`config.mk`:
```
export PLATFORM = sky130hd
export DESIGN_NAME = apb_slave_mem
export DESIGN_NICKNAME = d
export VERILOG_FILES = /design/src/rtl/apb_pkg.sv /design/src/rtl/apb_slave_mem_array.sv /design/src/rtl/apb_slave_mem.sv
export SDC_FILE = /design/constraint.sdc
export NUM_CORES = 2
export LEC_CHECK = 0
export ABC_AREA = 1
export BUFFER_PORTS_ARGS = -buffer_cell sky130_fd_sc_hd__buf_2
export CORE_ASPECT_RATIO = 0.9
export CORE_UTILIZATION = 35
export DETAILED_ROUTE_END_ITERATION = 7
export GPL_TIMING_DRIVEN = 0
export MAX_ROUTING_LAYER = met4
export PLACE_DENSITY = 0.55
export SYNTH_ARGS = -nofsm -noshare
export SYNTH_HDL_FRONTEND = slang
export SYNTH_SLANG_ARGS = --single-unit
```
`constraint.sdc`:
```
create_clock -name PCLK -period 5.37 [get_ports PCLK]
set_input_delay 1.074 -clock PCLK [delete_from_list [all_inputs] [get_ports PCLK]]
set_output_delay 1.074 -clock PCLK [all_outputs]
set_load 0.02 [all_outputs]
```
`src/rtl/apb_pkg.sv`:
```
// rtl/apb_pkg.sv - shared APB subsystem types and constants
package apb_pkg;

  typedef enum logic {
    IDLE   = 1'b0,
    ACCESS = 1'b1
  } apb_state_e;

  localparam int APB_ADDR_W = 9;
  localparam int APB_DATA_W = 8;
  // Address bit decoded upstream into PSEL for the two completers
  localparam int SEL_BIT    = 8;

endpackage

```
`src/rtl/apb_slave_mem_array.sv`:
```
// rtl/apb_slave_mem_array.sv - DEPTH x DATA_WIDTH storage, async clear, 1W/1R
module apb_slave_mem_array #(
  parameter int ADDR_WIDTH = 8,
  parameter int DATA_WIDTH = 8,
  parameter int DEPTH      = 256
) (
  input  logic                  PCLK,
  input  logic                  PRESETn,
  input  logic                  we,
  input  logic [ADDR_WIDTH-1:0] waddr,
  input  logic [DATA_WIDTH-1:0] wdata,
  input  logic [ADDR_WIDTH-1:0] raddr,
  output logic [DATA_WIDTH-1:0] rdata
);

  logic [DATA_WIDTH-1:0] mem [DEPTH];
  logic                  raddr_ok;

  always_ff @(posedge PCLK or negedge PRESETn) begin
    if (!PRESETn) begin
      for (int i = 0; i < DEPTH; i++) begin
        mem[i] <= '0;
      end
    end else if (we) begin
      mem[waddr] <= wdata;
    end
  end

  // Unimplemented words read as zero rather than X
  assign raddr_ok = ({{(32-ADDR_WIDTH){1'b0}}, raddr} < 32'(DEPTH));
  assign rdata    = raddr_ok ? mem[raddr] : '0;

endmodule

```
`src/rtl/apb_slave_mem.sv`:
```
// rtl/apb_slave_mem.sv - APB completer with wait states, range errors and protocol checks
module apb_slave_mem
  import apb_pkg::*;
#(
  parameter int ADDR_WIDTH  = 8,
  parameter int DATA_WIDTH  = 8,
  parameter int DEPTH       = 256,
  parameter int WAIT_STATES = 0
) (
  input  logic                  PCLK,
  input  logic                  PRESETn,
  input  logic                  PSEL,
  input  logic                  PENABLE,
  input  logic                  PWRITE,
  input  logic [ADDR_WIDTH-1:0] PADDR,
  input  logic [DATA_WIDTH-1:0] PWDATA,
  output logic [DATA_WIDTH-1:0] PRDATA,
  output logic                  PREADY,
  output logic                  PSLVERR,
  output logic                  proto_err,
  input  logic                  clr_err
);

  apb_state_e            state_q, state_d;
  logic [ADDR_WIDTH-1:0] addr_q, addr_d;
  logic [DATA_WIDTH-1:0] wdata_q, wdata_d;
  logic [DATA_WIDTH-1:0] prdata_q, prdata_d;
  logic [DATA_WIDTH-1:0] rd_word;
  logic                  write_q, write_d;
  logic                  err_q, err_d;
  logic [3:0]            cnt_q, cnt_d;
  logic                  proto_err_q, proto_err_d;
  logic                  proto_set;
  logic                  mem_we;
  logic                  addr_err;
  logic                  violation;

  apb_slave_mem_array #(
    .ADDR_WIDTH(ADDR_WIDTH),
    .DATA_WIDTH(DATA_WIDTH),
    .DEPTH     (DEPTH)
  ) u_array (
    .PCLK   (PCLK),
    .PRESETn(PRESETn),
    .we     (mem_we),
    .waddr  (addr_q),
    .wdata  (wdata_q),
    .raddr  (PADDR),
    .rdata  (rd_word)
  );

  assign addr_err = ({{(32-ADDR_WIDTH){1'b0}}, PADDR} >= 32'(DEPTH));

  // The master must hold the whole transfer stable until PREADY
  assign violation = !PSEL || !PENABLE || (PADDR != addr_q) || (PWRITE != write_q)
                     || (write_q && (PWDATA != wdata_q));

  always_comb begin
    state_d   = state_q;
    addr_d    = addr_q;
    wdata_d   = wdata_q;
    write_d   = write_q;
    err_d     = err_q;
    cnt_d     = cnt_q;
    prdata_d  = prdata_q;
    proto_set = 1'b0;
    mem_we    = 1'b0;
    case (state_q)
      IDLE: begin
        if (PSEL && !PENABLE) begin
          state_d  = ACCESS;
          addr_d   = PADDR;
          write_d  = PWRITE;
          wdata_d  = PWDATA;
          err_d    = addr_err;
          cnt_d    = 4'(WAIT_STATES);
          prdata_d = (!PWRITE && !addr_err) ? rd_word : '0;
        end else if (PSEL && PENABLE) begin
          proto_set = 1'b1;
        end
      end
      ACCESS: begin
        if (cnt_q != 4'd0) begin
          if (violation) begin
            state_d   = IDLE;
            prdata_d  = '0;
            cnt_d     = 4'd0;
            proto_set = 1'b1;
          end else begin
            cnt_d = cnt_q - 4'd1;
          end
        end else begin
          state_d  = IDLE;
          prdata_d = '0;
          mem_we   = write_q && !err_q;
        end
      end
      default: state_d = IDLE;
    endcase
    proto_err_d = proto_set ? 1'b1 : (clr_err ? 1'b0 : proto_err_q);
  end

  always_ff @(posedge PCLK or negedge PRESETn) begin
    if (!PRESETn) begin
      state_q     <= IDLE;
      addr_q      <= '0;
      wdata_q     <= '0;
      write_q     <= 1'b0;
      err_q       <= 1'b0;
      cnt_q       <= 4'd0;
      prdata_q    <= '0;
      proto_err_q <= 1'b0;
    end else begin
      state_q     <= state_d;
      addr_q      <= addr_d;
      wdata_q     <= wdata_d;
      write_q     <= write_d;
      err_q       <= err_d;
      cnt_q       <= cnt_d;
      prdata_q    <= prdata_d;
      proto_err_q <= proto_err_d;
    end
  end

  assign PREADY    = (state_q == ACCESS) && (cnt_q == 4'd0);
  assign PSLVERR   = PREADY && err_q;
  assign PRDATA    = prdata_q;
  assign proto_err = proto_err_q;

endmodule

```
==> impl_metrics.csv <==
group,metric,value,unit
detailed_routing,firstDrtPassIters,8,
worst_setup_path,critPathCaptureType,"register",
global_routing,grt_first_pass_wirelength,648000,um
floorplan,die_h,496,um
placed_design,post-dp-hpwl,336000,um
power,leakagePower,47.0,nW
global_routing,grt_max_degree,155,
cells_and_area,area_of_the_multi_input_gates,0.0384,mm^2
worst_setup_path,cp.buffers_inverters,4,
cells_and_area,layout.cells.most_common,"nand2_1",
clock_tree,postCtsHoldBufs,0,
detailed_routing,detail_route.vias_per_cell,5.79,
clock_tree,htreeDepth,4,
global_routing,grt_pass1_vias,83546,
floorplan,design.die.area,0.273,mm^2
detailed_routing,vias,91907,
sta,max-slew-margin-rel,-0.0666,
worst_setup_path,worst_path_max_delay_cell,"clkbuf_1",
yosys,synthesis.nets,11823,
clock_tree,cts_made_buffers,225,
flow_run,drv.max_cap_violation_count,8,
yosys,yosysTopAreaCell,"dfrtp_1",
cells_and_area,area.growth.synth_to_final,14.3,%
worst_setup_path,r2r_slack,1.24,ns
worst_setup_path,worst-setup-path-type,"primary input to register",
detailed_routing,drc,0,
power,power_density,354,mW/mm^2
detailed_routing,final_antenna_net_count,0,
clock_tree,cts_repair_resize_count,0,
yosys,synth_flop_cell,"dfrtp_1",
sta,finalHoldViolations,0,
power,internal_power,26.5,mW
cells_and_area,layout.filler_cells,28009,
worst_setup_path,r2r_startpoint,"addr_q[1]$_DFFE_PN0P_",
sta,max_freq,204,MHz
worst_hold_path,worstHoldPathType,"primary input to async pin",
floorplan,placementRows,180,
yosys,synth-edff-count,0,
placed_design,globalplace.congestion,1.03,
yosys,synth.ff_latch_count,2079,
yosys,synthesis.instances,11800,
outcome,status,"finished with violations",
yosys,ys.warnings.count,0,
clock_tree,clkTransAtPathRegs,0.06,ns
worst_setup_path,cp.arrival,5.75,ns
clock_tree,ctsRootBufferMaster,"clkbuf_16",
clock_tree,cts.path.max_buffers,4,
floorplan,ioPinCount,33,
floorplan,core_area,0.268,mm^2
cells_and_area,design.final.nets,12122,
sta,setup_violations,0,
yosys,ys_async_sr_fraction,1.00,
clock_tree,cts_tree,"yes",
yosys,syn-mean-instance-area,8.03,um^2
power,power.share.clock,0.432,
floorplan,die_width,550,um
global_routing,initial_antenna_violation_count,56,
placed_design,place_area,0.100,mm^2
sta,worst_pin_slew,1.60,ns
worst_setup_path,cp.depth,14,
worst_setup_path,critPathCapture,"PRDATA[4]$_DFFE_PN0P_",
power,power.switching,11.8,mW
worst_setup_path,cp_slowest_stage_delay,1.13,ns
power,power.share.switching,0.308,
placed_design,port_buffers,25,
sta,fin_setup_tns,0,ns
worst_setup_path,reg2regPathDepth,9,
global_routing,groute.usage.overall,0.346,
worst_setup_path,cp_max_fo,10,
worst_setup_path,crit_path_start,"PADDR[2]",
floorplan,initial_utilization,0.353,
power,vdd_ir_drop_max,0.000276,V
yosys,netlist_top_cells_area,"dfrtp_1 (55%), nand2_1 (18%), nand3_1 (10%)",
worst_setup_path,critical_path.top_delay_family,"buffers and inverters",
worst_setup_path,worst_r2r_endpoint,"u_array.mem[1086]$_DFFE_PN0P_",
yosys,yosysTopAreaCellShare,0.549,
yosys,yosysSeqAreaShare,0.549,
clock_tree,clock_sink_count,2079,
power,combPwrFrac,0.142,
detailed_routing,drt_wl_total,464000,um
global_routing,grt-ovfl-total,0,
detailed_routing,wire_per_inst,29.2,um
cells_and_area,fin_area,0.108,mm^2
sta,skew,0.0344,ns
clock_tree,worstSkewPairLatency,0.94,ns
cells_and_area,drive_gt1_frac,0.0645,
yosys,syn_area,0.0947,mm^2
sta,grt_setup_unrepaired,"no",
worst_setup_path,cp.required,6.21,ns
worst_setup_path,cp-start-kind,"primary input",
sta,maxSlewViolCount,88,
sta,period_needed,4.91,ns
clock_tree,post_cts_buffers,0,
outcome,violated_checks,"capacitance limit, slew limit",
sta,fin_crit_sh,0.914,
power,flop_pwr_share,0.426,
cells_and_area,mostFrequentLayoutCells,"nand2_1 (4464), dfrtp_1 (2079), nand3_1 (1945)",
yosys,synth_cell_type_count,39,
worst_setup_path,path_cells,"clkbuf_1, clkinv_1, clkbuf_1, clkbuf_1, nand3_1, nand3_1, nand3_1, nand2_1, nand2_1, nand2_1, nand2_1, nand3_1, nand3_1, nand2_1",
detailed_routing,drt_first_iter_violations,15271,
cells_and_area,register_area,0.0520,mm^2
## final cells by class
class	count	share of cell area
flip-flops and latches	2079	0.481
multi-input cells	8687	0.355
diodes	40	0.000925
plain buffers	991	0.0391
inverters	43	0.00151
well taps	3549	0.0410
clock inverters	78	0.00957
repair buffers	72	0.0115
clock buffers	330	0.0609
## cells in the mapped netlist (6+ instances only)
master / instances
nand2_1: 4464
dfrtp_1: 2079
nand3_1: 1945
o21ai_0: 1912
clkbuf_1: 703
buf_2: 216
o21ai_1: 157
nand4_1: 97
buf_1: 39
inv_1: 33
nand2_4: 31
nor2_1: 31
buf_6: 18
buf_4: 14
nand2_2: 9
nor2_4: 7
xor2_1: 6
## routing by layer
metal  vias up  wire length (um)  track usage  share of wire
li1      39803                 -            -              -
met1     45376            191000        0.467           0.41
met2      5692            185000        0.460           0.40
met3      1036             59800        0.105           0.13
met4         0             28100        0.185          0.061
met5         -                 0            -              0
## metrics by stage
step                       util  std cells  total power [mW]  worst slack, ns  hold WS, ns
after CTS                 0.403      15828              38.0            0.795       0.0761
after global routing      0.403      15856              39.0            0.626        0.110
after floorplan               -      11800              18.5             2.70        0.452
after global placement    0.370      15374              21.6           -46.21        0.462
final                     0.404      15869              38.3            0.462       0.0586
after detailed placement  0.375      15420              21.7           -0.154        0.466
## power by group through the flow
stage	Combinational (mW)	Sequential (mW)	Clock, mW
3_5_place_dp	5.17	16.6	0
5_1_grt	5.51	16.3	17.1
3_3_place_gp	4.99	16.6	0
2_1_floorplan	2.01	16.5	0
6_report	5.44	16.3	16.5
4_1_cts	5.18	16.3	16.5
## sequential cells by signal, indices dropped and copies added, names as in the netlist
name         cells
PRDATA           8
state_q          1
proto_err        1
cnt_q            4
write_q          1
addr_q           8
u_array.mem   2048
wdata_q          8
## how the worst min path moves through the flow
stage	startpoint	end	slack, ns	cells after the start
2_1_floorplan	cnt_q[0]$_DFFE_PN0P_	cnt_q[0]$_DFFE_PN0P_	0.45	2
3_5_place_dp	PRDATA[7]$_DFFE_PN0P_	PRDATA[7]$_DFFE_PN0P_	0.47	2
3_3_place_gp	PRDATA[7]$_DFFE_PN0P_	PRDATA[7]$_DFFE_PN0P_	0.46	2
4_1_cts	PRESETn	u_array.mem[1862]$_DFFE_PN0P_	0.08	1
6_report	PRESETn	u_array.mem[1862]$_DFFE_PN0P_	0.06	1
5_1_grt	PRESETn	u_array.mem[1862]$_DFFE_PN0P_	0.11	1
## worst register-to-register path, cell delays in order (launching register included)
cell and delay, ns:
dfrtp_1 0.46, nor2_1 0.13, inv_1 0.11, nor2_2 0.80, buf_16 0.24, buf_2 1.03
nand2_1 0.56, clkbuf_1 0.42, nand2_1 0.13, o21ai_0 0.10
## kinds of logic (layout without fill, tap and decap cells)
kind of cell    count (synthesis)  count (layout)  share of synthesized area
simple gates                 6597            6597                      0.294
buf+inv                      1034            1514                     0.0460
compound gates               2079            2079                      0.110
fa+ha+maj                       1               1                   0.000132
flops                        2079            2079                      0.549
other cells                     1              41                  0.0000396
xor+xnor                        9               9                   0.000832
(Power assumes the default switching activity.)
